[src/rtl/syn_gpu_pkg.sv]
// Shared types and constants for the GPU core job interface and the euclid line engine.
package syn_gpu_pkg;

    localparam int unsigned P_GPU_X_W   = 10;
    localparam int unsigned P_GPU_Y_W   = 9;
    localparam int unsigned P_GPU_COL_W = 8;

    typedef struct packed {
        logic [P_GPU_X_W-1:0]   x0;
        logic [P_GPU_Y_W-1:0]   y0;
        logic [P_GPU_X_W-1:0]   x1;
        logic [P_GPU_Y_W-1:0]   y1;
        logic [P_GPU_COL_W-1:0] color;
    } gpu_draw_job_t;

    typedef enum logic [1:0] {
        ST_IDLE  = 2'd0,
        ST_SETUP = 2'd1,
        ST_DRAW  = 2'd2,
        ST_DONE  = 2'd3
    } euclid_state_e;

endpackage

[src/rtl/syn_gpu_core_euclid_if.sv]
// GPU core job interface: job master issues a draw job, the euclid engine reports busy/done.
interface syn_gpu_core_job_intf;
    import syn_gpu_pkg::*;

    logic          euclid_job_start;
    gpu_draw_job_t euclid_job_data;
    logic          euclid_busy;
    logic          euclid_job_done;

    modport master (
        output euclid_job_start,
        output euclid_job_data,
        input  euclid_busy,
        input  euclid_job_done
    );

    modport euclid (
        input  euclid_job_start,
        input  euclid_job_data,
        output euclid_busy,
        output euclid_job_done
    );

endinterface

[src/rtl/syn_gpu_euclid_step.sv]
// Combinational Bresenham step: next error term and next pixel from the current one.
module syn_gpu_euclid_step
    import syn_gpu_pkg::*;
#(
    parameter int unsigned P_X_W = P_GPU_X_W,
    parameter int unsigned P_Y_W = P_GPU_Y_W
) (
    input  logic signed [P_X_W+1:0] err,
    input  logic [P_X_W-1:0]        dx,
    input  logic [P_Y_W-1:0]        dy,
    input  logic                    sx_neg,
    input  logic                    sy_neg,
    input  logic [P_X_W-1:0]        cur_x,
    input  logic [P_Y_W-1:0]        cur_y,
    output logic signed [P_X_W+1:0] err_nxt,
    output logic [P_X_W-1:0]        x_nxt,
    output logic [P_Y_W-1:0]        y_nxt
);
    localparam int unsigned E_W = P_X_W + 2;

    // One guard bit so 2*err never wraps regardless of the error excursion.
    logic signed [E_W:0] err_w;
    logic signed [E_W:0] e2;
    logic signed [E_W:0] dx_s;
    logic signed [E_W:0] dy_s;
    logic signed [E_W:0] err_acc;

    always_comb begin
        err_w   = (E_W+1)'(err);
        dx_s    = signed'((E_W+1)'(dx));
        dy_s    = signed'((E_W+1)'(dy));
        e2      = err_w <<< 1;
        err_acc = err_w;
        x_nxt   = cur_x;
        y_nxt   = cur_y;
        if (e2 > -dy_s) begin
            err_acc = err_acc - dy_s;
            x_nxt   = sx_neg ? cur_x - P_X_W'(1) : cur_x + P_X_W'(1);
        end
        if (e2 < dx_s) begin
            err_acc = err_acc + dx_s;
            y_nxt   = sy_neg ? cur_y - P_Y_W'(1) : cur_y + P_Y_W'(1);
        end
        err_nxt = E_W'(err_acc);
    end

endmodule

[src/rtl/syn_gpu_core_euclid.sv]
// Line-draw engine: rasterises one draw job with integer Bresenham, one pixel per accepted beat.
module syn_gpu_core_euclid
    import syn_gpu_pkg::*;
#(
    parameter int unsigned P_X_W   = P_GPU_X_W,
    parameter int unsigned P_Y_W   = P_GPU_Y_W,
    parameter int unsigned P_COL_W = P_GPU_COL_W
) (
    input  logic                    clk_ir,
    input  logic                    rst_il,
    syn_gpu_core_job_intf.euclid    job,
    output logic                    pxl_valid_o,
    input  logic                    pxl_ready_i,
    output logic [P_X_W-1:0]        pxl_x_o,
    output logic [P_Y_W-1:0]        pxl_y_o,
    output logic [P_COL_W-1:0]      pxl_color_o
);
    localparam int unsigned E_W = P_X_W + 2;

    euclid_state_e          state;
    gpu_draw_job_t          job_q;
    logic [P_X_W-1:0]       dx_q;
    logic [P_Y_W-1:0]       dy_q;
    logic                   sx_neg_q;
    logic                   sy_neg_q;
    logic signed [E_W-1:0]  err_q;
    logic                   busy_q;
    logic                   done_q;

    logic [P_X_W-1:0]       dx_c;
    logic [P_Y_W-1:0]       dy_c;
    logic signed [E_W-1:0]  err_nxt;
    logic [P_X_W-1:0]       x_nxt;
    logic [P_Y_W-1:0]       y_nxt;
    logic                   at_end;

    // Segment extents from the latched job, used only in SETUP.
    always_comb begin
        dx_c   = (job_q.x1 >= job_q.x0) ? job_q.x1 - job_q.x0 : job_q.x0 - job_q.x1;
        dy_c   = (job_q.y1 >= job_q.y0) ? job_q.y1 - job_q.y0 : job_q.y0 - job_q.y1;
        at_end = (pxl_x_o == job_q.x1) && (pxl_y_o == job_q.y1);
    end

    syn_gpu_euclid_step #(
        .P_X_W (P_X_W),
        .P_Y_W (P_Y_W)
    ) u_step (
        .err     (err_q),
        .dx      (dx_q),
        .dy      (dy_q),
        .sx_neg  (sx_neg_q),
        .sy_neg  (sy_neg_q),
        .cur_x   (pxl_x_o),
        .cur_y   (pxl_y_o),
        .err_nxt (err_nxt),
        .x_nxt   (x_nxt),
        .y_nxt   (y_nxt)
    );

    always_ff @(posedge clk_ir or negedge rst_il) begin
        if (!rst_il) begin
            state       <= ST_IDLE;
            job_q       <= '0;
            dx_q        <= '0;
            dy_q        <= '0;
            sx_neg_q    <= 1'b0;
            sy_neg_q    <= 1'b0;
            err_q       <= '0;
            busy_q      <= 1'b0;
            done_q      <= 1'b0;
            pxl_valid_o <= 1'b0;
            pxl_x_o     <= '0;
            pxl_y_o     <= '0;
            pxl_color_o <= '0;
        end else begin
            case (state)
                ST_IDLE: begin
                    done_q <= 1'b0;
                    if (job.euclid_job_start) begin
                        job_q  <= job.euclid_job_data;
                        busy_q <= 1'b1;
                        state  <= ST_SETUP;
                    end
                end
                ST_SETUP: begin
                    dx_q        <= dx_c;
                    dy_q        <= dy_c;
                    sx_neg_q    <= job_q.x1 < job_q.x0;
                    sy_neg_q    <= job_q.y1 < job_q.y0;
                    err_q       <= signed'(E_W'(dx_c)) - signed'(E_W'(dy_c));
                    pxl_x_o     <= job_q.x0;
                    pxl_y_o     <= job_q.y0;
                    pxl_color_o <= job_q.color;
                    pxl_valid_o <= 1'b1;
                    state       <= ST_DRAW;
                end
                ST_DRAW: begin
                    // Stall holds every output; the end check precedes any step so the walk never overshoots.
                    if (pxl_ready_i) begin
                        if (at_end) begin
                            pxl_valid_o <= 1'b0;
                            busy_q      <= 1'b0;
                            done_q      <= 1'b1;
                            state       <= ST_DONE;
                        end else begin
                            err_q   <= err_nxt;
                            pxl_x_o <= x_nxt;
                            pxl_y_o <= y_nxt;
                        end
                    end
                end
                ST_DONE: begin
                    done_q <= 1'b0;
                    state  <= ST_IDLE;
                end
                default: state <= ST_IDLE;
            endcase
        end
    end

    assign job.euclid_busy     = busy_q;
    assign job.euclid_job_done = done_q;

endmodule

[src/flat_wrapper.sv]
// flat-port wrapper written by rule: the top's interface ports become plain ports
module syn_gpu_core_euclid_flat import syn_gpu_pkg::*;
#(
    parameter int unsigned P_X_W   = P_GPU_X_W,
    parameter int unsigned P_Y_W   = P_GPU_Y_W,
    parameter int unsigned P_COL_W = P_GPU_COL_W
)
  (clk_ir, rst_il, pxl_valid_o, pxl_ready_i, pxl_x_o, pxl_y_o, pxl_color_o, job_euclid_job_start, job_euclid_job_data, job_euclid_busy, job_euclid_job_done);
  syn_gpu_core_job_intf job_i ();
  input  logic clk_ir;
  input  logic rst_il;
  output logic pxl_valid_o;
  input  logic pxl_ready_i;
  output logic [P_X_W-1:0] pxl_x_o;
  output logic [P_Y_W-1:0] pxl_y_o;
  output logic [P_COL_W-1:0] pxl_color_o;
  input wire logic [$bits(job_i.euclid_job_start)-1:0] job_euclid_job_start;
  input wire logic [$bits(job_i.euclid_job_data)-1:0] job_euclid_job_data;
  output wire logic [$bits(job_i.euclid_busy)-1:0] job_euclid_busy;
  output wire logic [$bits(job_i.euclid_job_done)-1:0] job_euclid_job_done;
  assign job_i.euclid_job_start = job_euclid_job_start;
  assign job_i.euclid_job_data = job_euclid_job_data;
  assign job_euclid_busy = job_i.euclid_busy;
  assign job_euclid_job_done = job_i.euclid_job_done;
  syn_gpu_core_euclid #(.P_X_W(P_X_W), .P_Y_W(P_Y_W), .P_COL_W(P_COL_W)) u_core (.clk_ir(clk_ir), .rst_il(rst_il), .job(job_i), .pxl_valid_o(pxl_valid_o), .pxl_ready_i(pxl_ready_i), .pxl_x_o(pxl_x_o), .pxl_y_o(pxl_y_o), .pxl_color_o(pxl_color_o));
endmodule
[config.mk]
export PLATFORM = sky130hd
export DESIGN_NAME = syn_gpu_core_euclid_flat
export DESIGN_NICKNAME = d
export VERILOG_FILES = /design/src/rtl/syn_gpu_pkg.sv /design/src/rtl/syn_gpu_core_euclid_if.sv /design/src/rtl/syn_gpu_euclid_step.sv /design/src/rtl/syn_gpu_core_euclid.sv /design/src/flat_wrapper.sv
export SDC_FILE = /design/constraint.sdc
export NUM_CORES = 1
export LEC_CHECK = 0
export CAP_MARGIN = 5
export CORE_ASPECT_RATIO = 2
export CORE_MARGIN = 8
export CORE_UTILIZATION = 46
export CTS_CLUSTER_DIAMETER = 30
export DETAILED_ROUTE_END_ITERATION = 6
export GPL_TIMING_DRIVEN = 1
export MAX_ROUTING_LAYER = met4
export PLACE_DENSITY_LB_ADDON = 0.3
export SLEW_MARGIN = 10
export SYNTH_ARGS = -nofsm -noshare
export SYNTH_HDL_FRONTEND = slang
export SYNTH_SLANG_ARGS = --single-unit
[constraint.sdc]
create_clock -name clk_ir -period 4.8 [get_ports clk_ir]
set_input_delay 0.96 -clock clk_ir [delete_from_list [all_inputs] [get_ports clk_ir]]
set_output_delay 0.96 -clock clk_ir [all_outputs]
set_load 0.1 [all_outputs]
Word level (Yosys, flattened, before mapping)
Index checks and enable logic that the tools add are counted.
- flip-flop bits (word level): 111
- latch bits: 0
- RAM bits: 0
- ROM bits: 0
- input bits: 50
- output and inout port bits: 30
- logic and storage cells: 89
- memories: 0
- $add $sub $neg: 12
- multipliers: 0
- div/mod/pow operators: 0
- order comparisons: 6
- eq/ne operators: 11
- shifts and indexed selects: 0
- multiplexer cells: 29
- bitwise logic cells: 0
- reduce and logical (&&, ||, !) cells: 14
- operator list (operator ; number):
    10-bit two-way mux ; 5
    12-bit two-way mux ; 4
    9-bit two-way mux ; 5
    12-bit case mux with 2 select lines ; 1
    10-bit case mux with 2 select lines ; 1
    10-bit subtractor ; 2
    9-bit case mux with 2 select lines ; 1
    9-bit subtractor ; 2
    13-bit greater-than comparator ; 1
    13-bit by 11-bit < comparator with 1-bit output ; 1
    9-bit negation with 13-bit output ; 1
    12-bit by 11-bit adder with 12-bit output ; 1
    3-bit AND reduction ; 4
    4-bit AND reduction ; 3
    12-bit by 10-bit subtractor with 12-bit output ; 1
    10-bit by 9-bit subtractor with 11-bit output ; 1
    10-bit by 1-bit adder with 10-bit output (second input constant) ; 1
    10-bit equality test ; 1
    10-bit greater-or-equal comparator ; 1
    10-bit < comparator ; 1
    2-bit != test (second input constant) ; 5
    10-bit by 1-bit subtractor with 10-bit output (second input constant) ; 1
    9-bit by 1-bit adder with 9-bit output (second input constant) ; 1
    9-bit equality test ; 1
    15 further kinds ; 26

Longest topological paths before layout
- word-level depth: 8
- gate-level depth with buffers: 25
- mapped depth without buffers: 24

By module
A second synthesis with hierarchy kept.
- cell total of the unflattened synthesis: 997
- area total of the unflattened synthesis: 9232.6 µm²
- by module, submodules not included (module ; instances ; cells each ; area an instance (µm²) ; sequential area each (µm²)):
    syn_gpu_core_euclid ; 1 ; 634 ; 6572.6 ; 2777.7
    syn_gpu_euclid_step ; 1 ; 363 ; 2660.1 ; 0.0

Worst setup path before layout
OpenSTA, ideal clock, no wires.
- path type: register to register
- from: register u_core.dy_q[1]
- to: register u_core.err_q[11]
- setup time: 124 ps
- data arrival time: 5197 ps
- required time: 4676 ps
- setup slack: -521 ps
- cell stages (with the launch flop): 24
- buffers on the path: 1
- clock period less this slack: 5321 ps
- cells stage by stage: dfrtp_1 inv_1 ha_1 nand2_1 nor4_1 xnor2_1 ha_1 a21oi_1 nor2_1 o41ai_1 nand4b_1 nand2_1 clkbuf_1 mux2_2 ha_1 nand3_1 o211ai_1 o41ai_1 o211a_1 nor2b_1 or4_1 a211oi_1 mux2_2 a211o_1
- longest elaborated chain between the ends: 8
- elaborated cells between the ends (all ways): 9
- classes of those cells: add/sub: 3; order compare: 1; mux: 5
- RTL lines (what ; line ; source):
    start: declaration ; syn_gpu_core_euclid.sv:23 ; logic [P_Y_W-1:0] dy_q;
    start signal: assignment ; syn_gpu_core_euclid.sv:87 ; dy_q <= dy_c;
    9-bit negation with 13-bit output ; syn_gpu_euclid_step.sv:36 ; if (e2 > -dy_s) begin
    13-bit greater-than comparator ; syn_gpu_euclid_step.sv:36 ;
    12-bit two-way mux (*) ; syn_gpu_euclid_step.sv:36 ;
    12-bit by 11-bit adder with 12-bit output ; syn_gpu_euclid_step.sv:41 ; err_acc = err_acc + dx_s;
    12-bit two-way mux (*) ; syn_gpu_euclid_step.sv:40 ; if (e2 < dx_s) begin
    12-bit two-way mux (*) ; syn_gpu_core_euclid.sv:100 ; if (at_end) begin
    12-bit two-way mux (*) ; syn_gpu_core_euclid.sv:99 ; if (pxl_ready_i) begin
    12-bit case mux with 2 select lines (*) ; syn_gpu_core_euclid.sv:76 ; case (state)
    end signal: assignment ; syn_gpu_core_euclid.sv:90 ; err_q <= signed'(E_W'(dx_c)) - signed'(E_W'(dy_c));
    end signal: assignment ; syn_gpu_core_euclid.sv:106 ; err_q <= err_nxt;
    end: declaration ; syn_gpu_core_euclid.sv:26 ; logic signed [E_W-1:0] err_q;
Every way passes the cells marked *; elsewhere a longest branch is shown, timed or not. The select of a mux whose other input is x is not followed.
A chain may end at the register's enable or synchronous reset.

Worst setup path in the final report
- from: register u_core.dy_q[0]
- to: register u_core.err_q[11]
Same word-level chain as after synthesis.

==> out/qor_table.md <==
| Parameter | Reported |
|---|---|
| Result of the run | complete, but fails checks |
| Violated checks | negative setup slack |
| Crit-path max FO | 4 |
| Seq/Total Area, Yosys | 30.49% |
| Core footprint | 0.01964 sq mm |
| Syn nets | 1142 |
| Setup CP Type | reg2reg |
| Clock buffer count from CTS | 9 |
| Worst-Skew Late Latency | 0.36 ns |
| Number of instances in the synthesized netlist | 977 |
| Leakage power figure | 5.232 nW |
| Number of buffers on the longest clock path | 2 |
| Number of vias after detailed routing | 7754 |
| Tightest Pin Transition | 1.155 ns |
| Number of antenna violations at the first check in global routing | 0 |
| Post-synthesis async set-or-reset flop share | 100.0% |
| Nets | 1290 |
| Final Slew Violations | 0 |
| Final worst slack | -0.2865 ns |
| Per-cell routed wire length | 18.20 um |
| Chip width | 115.5 um |
| Number of distinct standard cells referenced by the synthesized netlist | 67 |
| Via count of the first global-routing pass | 8006 |
| Top FF cell, synth | dfrtp_1 |
| CTS sink cnt | 111 |
| Final worst path period need | 5.086 ns |
| Reported max-cap violation count | 0 |
| Cell area after technology mapping | 0.009109 sq mm |
| Drt via density | 5.570 |
| Flip-flop and latch area | 0.002779 sq mm |
| Synthesized flop and latch total | 111 |
| Hold Crit Class | reg2reg |
| H-tree levels | 3 |
| Detailed-route wire length | 25.33 mm |
| Fmax | 196.6 MHz |
| Final Hold Viols | 0 |
| Number of iterations in the first detailed-routing pass | 4 |
| Die Span Y | 215.0 um |
| Clock root cell | clkbuf_16 |
| Grt total ovfl | 0 |
| Final period utilization | 106.0% |
| Clk slew on worst S/H paths | 0.08 ns |
| Post-route cell area | 0.01124 sq mm |
| Data arrival at the endpoint of the critical path | 5.34 ns |
| Post-detailed-placement half-perimeter wirelength | 19.67 mm |
| Cell row count | 73 |
| Mean cell area of the mapped netlist | 9.323 sq um |
| Buffers on Ports | 79 |
| Largest net degree at the start of global routing | 54 |
| Family with the most delay on the worst path | compound AO/OA/AOI/OAI gates |
| Areal power density over the cells | 211.4 mW/mm^2 |
| Type of element launching the critical path | flop |
| DP Area | 0.01071 sq mm |
| First-pass GRT wire length | 41.24 mm |
| CP max stage cell | dfrtp_2 |
| Ant diodes | 0 |
| Number of nets with antenna violations after routing | 0 |
| Die Area | 0.02483 sq mm |
| Peak VDD IR | 0.2578 mV |
| Multi-input gate area | 0.006042 sq mm |
| Normalized max-slew margin | 22.74% |
| Critical path buffer and inverter count | 1 |
| Ports placed on the boundary | 80 |
| Worst path cell trace | inv_2 -> ha_4 -> nand2_4 -> nor4_4 -> xnor2_1 -> ha_1 -> a21oi_2 -> nor2_1 -> o41ai_2 -> nand4b_1 -> nand2_2 -> mux2_4 -> ha_4 -> nand3_2 -> o211ai_1 -> o41ai_2 -> o211a_1 -> nor2b_4 -> or4_4 -> a211oi_2 -> mux2_4 -> a211o_1 |
| Gpl congestion | 0.9148 |
| Largest stage delay, worst path | 0.44 ns |
| Clock tree from TritonCTS | built |
| RSZ-0062 raised after global routing | true |
| Total power draw | 2.375 mW |
| CTS hold repair buffers | 0 |
| Worst Skew | 0.007334 ns |
| Final Setup Violations | 2 |
| Synth Warn # | 0 |
| Final core utilization | 57.23% |
| Number of enable-type register cells in the synthesized netlist | 0 |
| Share of layout cells above drive strength 1 | 20.27% |
| Number of violations reported at the end of detailed-routing iteration 0 | 336 |
| Starting utilization of the core area | 46.38% |
| CP endpoint kind | flop |
| Drt drc | 0 |
| Synth-to-layout area growth | 23.38% |
| Endpoint required time on the critical path | 5.05 ns |
| FILL cells | 1753 |
| Tot GR Track Use | 21.65% |
-- layer usage --
metal / share of wire (%) / routed length, um / vias up / global-route usage (%)
li1: - / - / 3753 / -
met2: 52 / 13080 / 153 / 37.13
met4: 1.7 / 431 / 0 / 6.043
met3: 3.5 / 895 / 29 / 2.612
met5: 0 / 0 / - / -
met1: 43 / 10920 / 3819 / 25.77
-- worst paths after layout --
kind	from	end	slack (ns)	cells after the start
hold reg to reg	u_core.job_q[5]$_DFFE_PN0P_	u_core.job_q[5]$_DFFE_PN0P_	0.50	1
setup reg to reg	u_core.dy_q[0]$_DFFE_PN0N_	u_core.err_q[11]$_DFFE_PN0P_	-0.29	22
max in group asynchronous	rst_il	u_core.pxl_color_o[3]$_DFFE_PN0N_	3.27	2
setup / recovery	u_core.dy_q[0]$_DFFE_PN0N_	u_core.err_q[11]$_DFFE_PN0P_	-0.29	22
hold / removal	u_core.job_q[5]$_DFFE_PN0P_	u_core.job_q[5]$_DFFE_PN0P_	0.50	1
min in group asynchronous	rst_il	u_core.dy_q[2]$_DFFE_PN0N_	0.51	1
-- cell usage after synthesis, drive strengths merged (5+ instances only) --
cell | count | share of area, %
dfrtp | 111 | 30
nor2b | 15 | 1.0
clkbuf | 20 | 0.87
a2111oi | 5 | 0.89
o211ai | 7 | 0.63
a21o | 19 | 1.6
mux2i | 30 | 3.3
nand4 | 8 | 0.55
o21a | 8 | 0.66
mux2 | 70 | 8.7
buf | 9 | 0.95
or2 | 5 | 0.34
nor4 | 9 | 0.62
a21oi | 75 | 4.1
xnor2 | 39 | 3.8
inv | 94 | 3.9
nand2 | 56 | 2.3
nand3 | 10 | 0.55
nor2 | 56 | 2.3
fa | 9 | 2.0
o21bai | 8 | 0.66
o21ai | 68 | 3.7
ha | 106 | 15
xor2 | 34 | 3.3
nand2b | 5 | 0.34
a31oi | 8 | 0.55
a211oi | 15 | 1.3
and2 | 6 | 0.43
nor3 | 21 | 1.2
-- where the power goes --
group / switching (mW) / total, mW / internal (mW)
clock network: 0.375 / 0.748 / 0.373
logic: 0.395 / 0.606 / 0.211
registers: 0.0544 / 1.02 / 0.967
-- state kept, by name, indices dropped and copies added (netlist names), 2 cells and up --
name and count:
u_core.dx_q 10, u_core.dy_q 9, u_core.err_q 12, u_core.job_q 46, u_core.pxl_color_o 8, u_core.pxl_x_o 10, u_core.pxl_y_o 9, u_core.state 2
-- metrics by stage --
stage,TNS [ns],std cells,hold slack [ns],setup slack [ns]
global placement,-0.4745,1366,0.4790,-0.2585
finish,-0.4653,1392,0.5043,-0.2865
CTS,-0.3621,1386,0.5066,-0.2219
detailed placement,-0.8110,1366,0.4892,-0.3942
floorplan,-0.1054,977,0.4737,-0.1054
global route,-1.330,1392,0.5127,-0.5319
-- layout make-up --
type                    instances  area share [%]
flip-flops and latches        111           24.73
well taps                     262           2.917
clock buffers                  11           2.160
multi-input cells             742           53.76
inverters                      95           3.173
clock inverters                 5          0.3674
repair buffers                166           12.89
-- cells by family after synthesis --
logic type                 after synthesis  synth area share, %
buffers and inverters                  124                5.728
adders and majority gates              115                16.54
DFF                                    111                30.49
xor gates and xnor gates                73                7.019
AOI/OAI and AO/OA                      242                16.80
and+or+nand+nor                        212                11.47
muxes                                  100                11.95
-- layout by cell type, fill, tap and decap left out, types with 9 or more instances in the layout --
cell             count
dfrtp_1            110
ha_1               102
inv_1               90
buf_4               86
clkdlybuf4s50_1     78
a21oi_1             72
mux2_2              67
o21ai_0             61
nor2_1              55
nand2_1             53
xnor2_1             39
xor2_1              34
mux2i_1             29
a21o_1              19
nor3_1              17
nor2b_1             14
a211oi_1             9
clkbuf_16            9
-- worst register-to-register path, cell delays in order, from the launching register on --
cell      delay [ns]
dfrtp_2         0.44
inv_2           0.09
ha_4            0.15
nand2_4         0.06
nor4_4          0.16
xnor2_1         0.16
ha_1            0.28
a21oi_2         0.14
nor2_1          0.05
o41ai_2         0.34
nand4b_1        0.20
nand2_2         0.17
mux2_4          0.34
ha_4            0.29
nand3_2         0.07
o211ai_1        0.26
o41ai_2         0.16
o211a_1         0.26
nor2b_4         0.14
or4_4           0.41
a211oi_2        0.26
mux2_4          0.32
a211o_1         0.22
-- timing repair --
item,in CTS,in global routing
gates resized for setup,17,25
pin swaps,11,21
buffers inserted,4,6
setup endpoints to repair,3,4
Power figures use the tool's default switching activity.
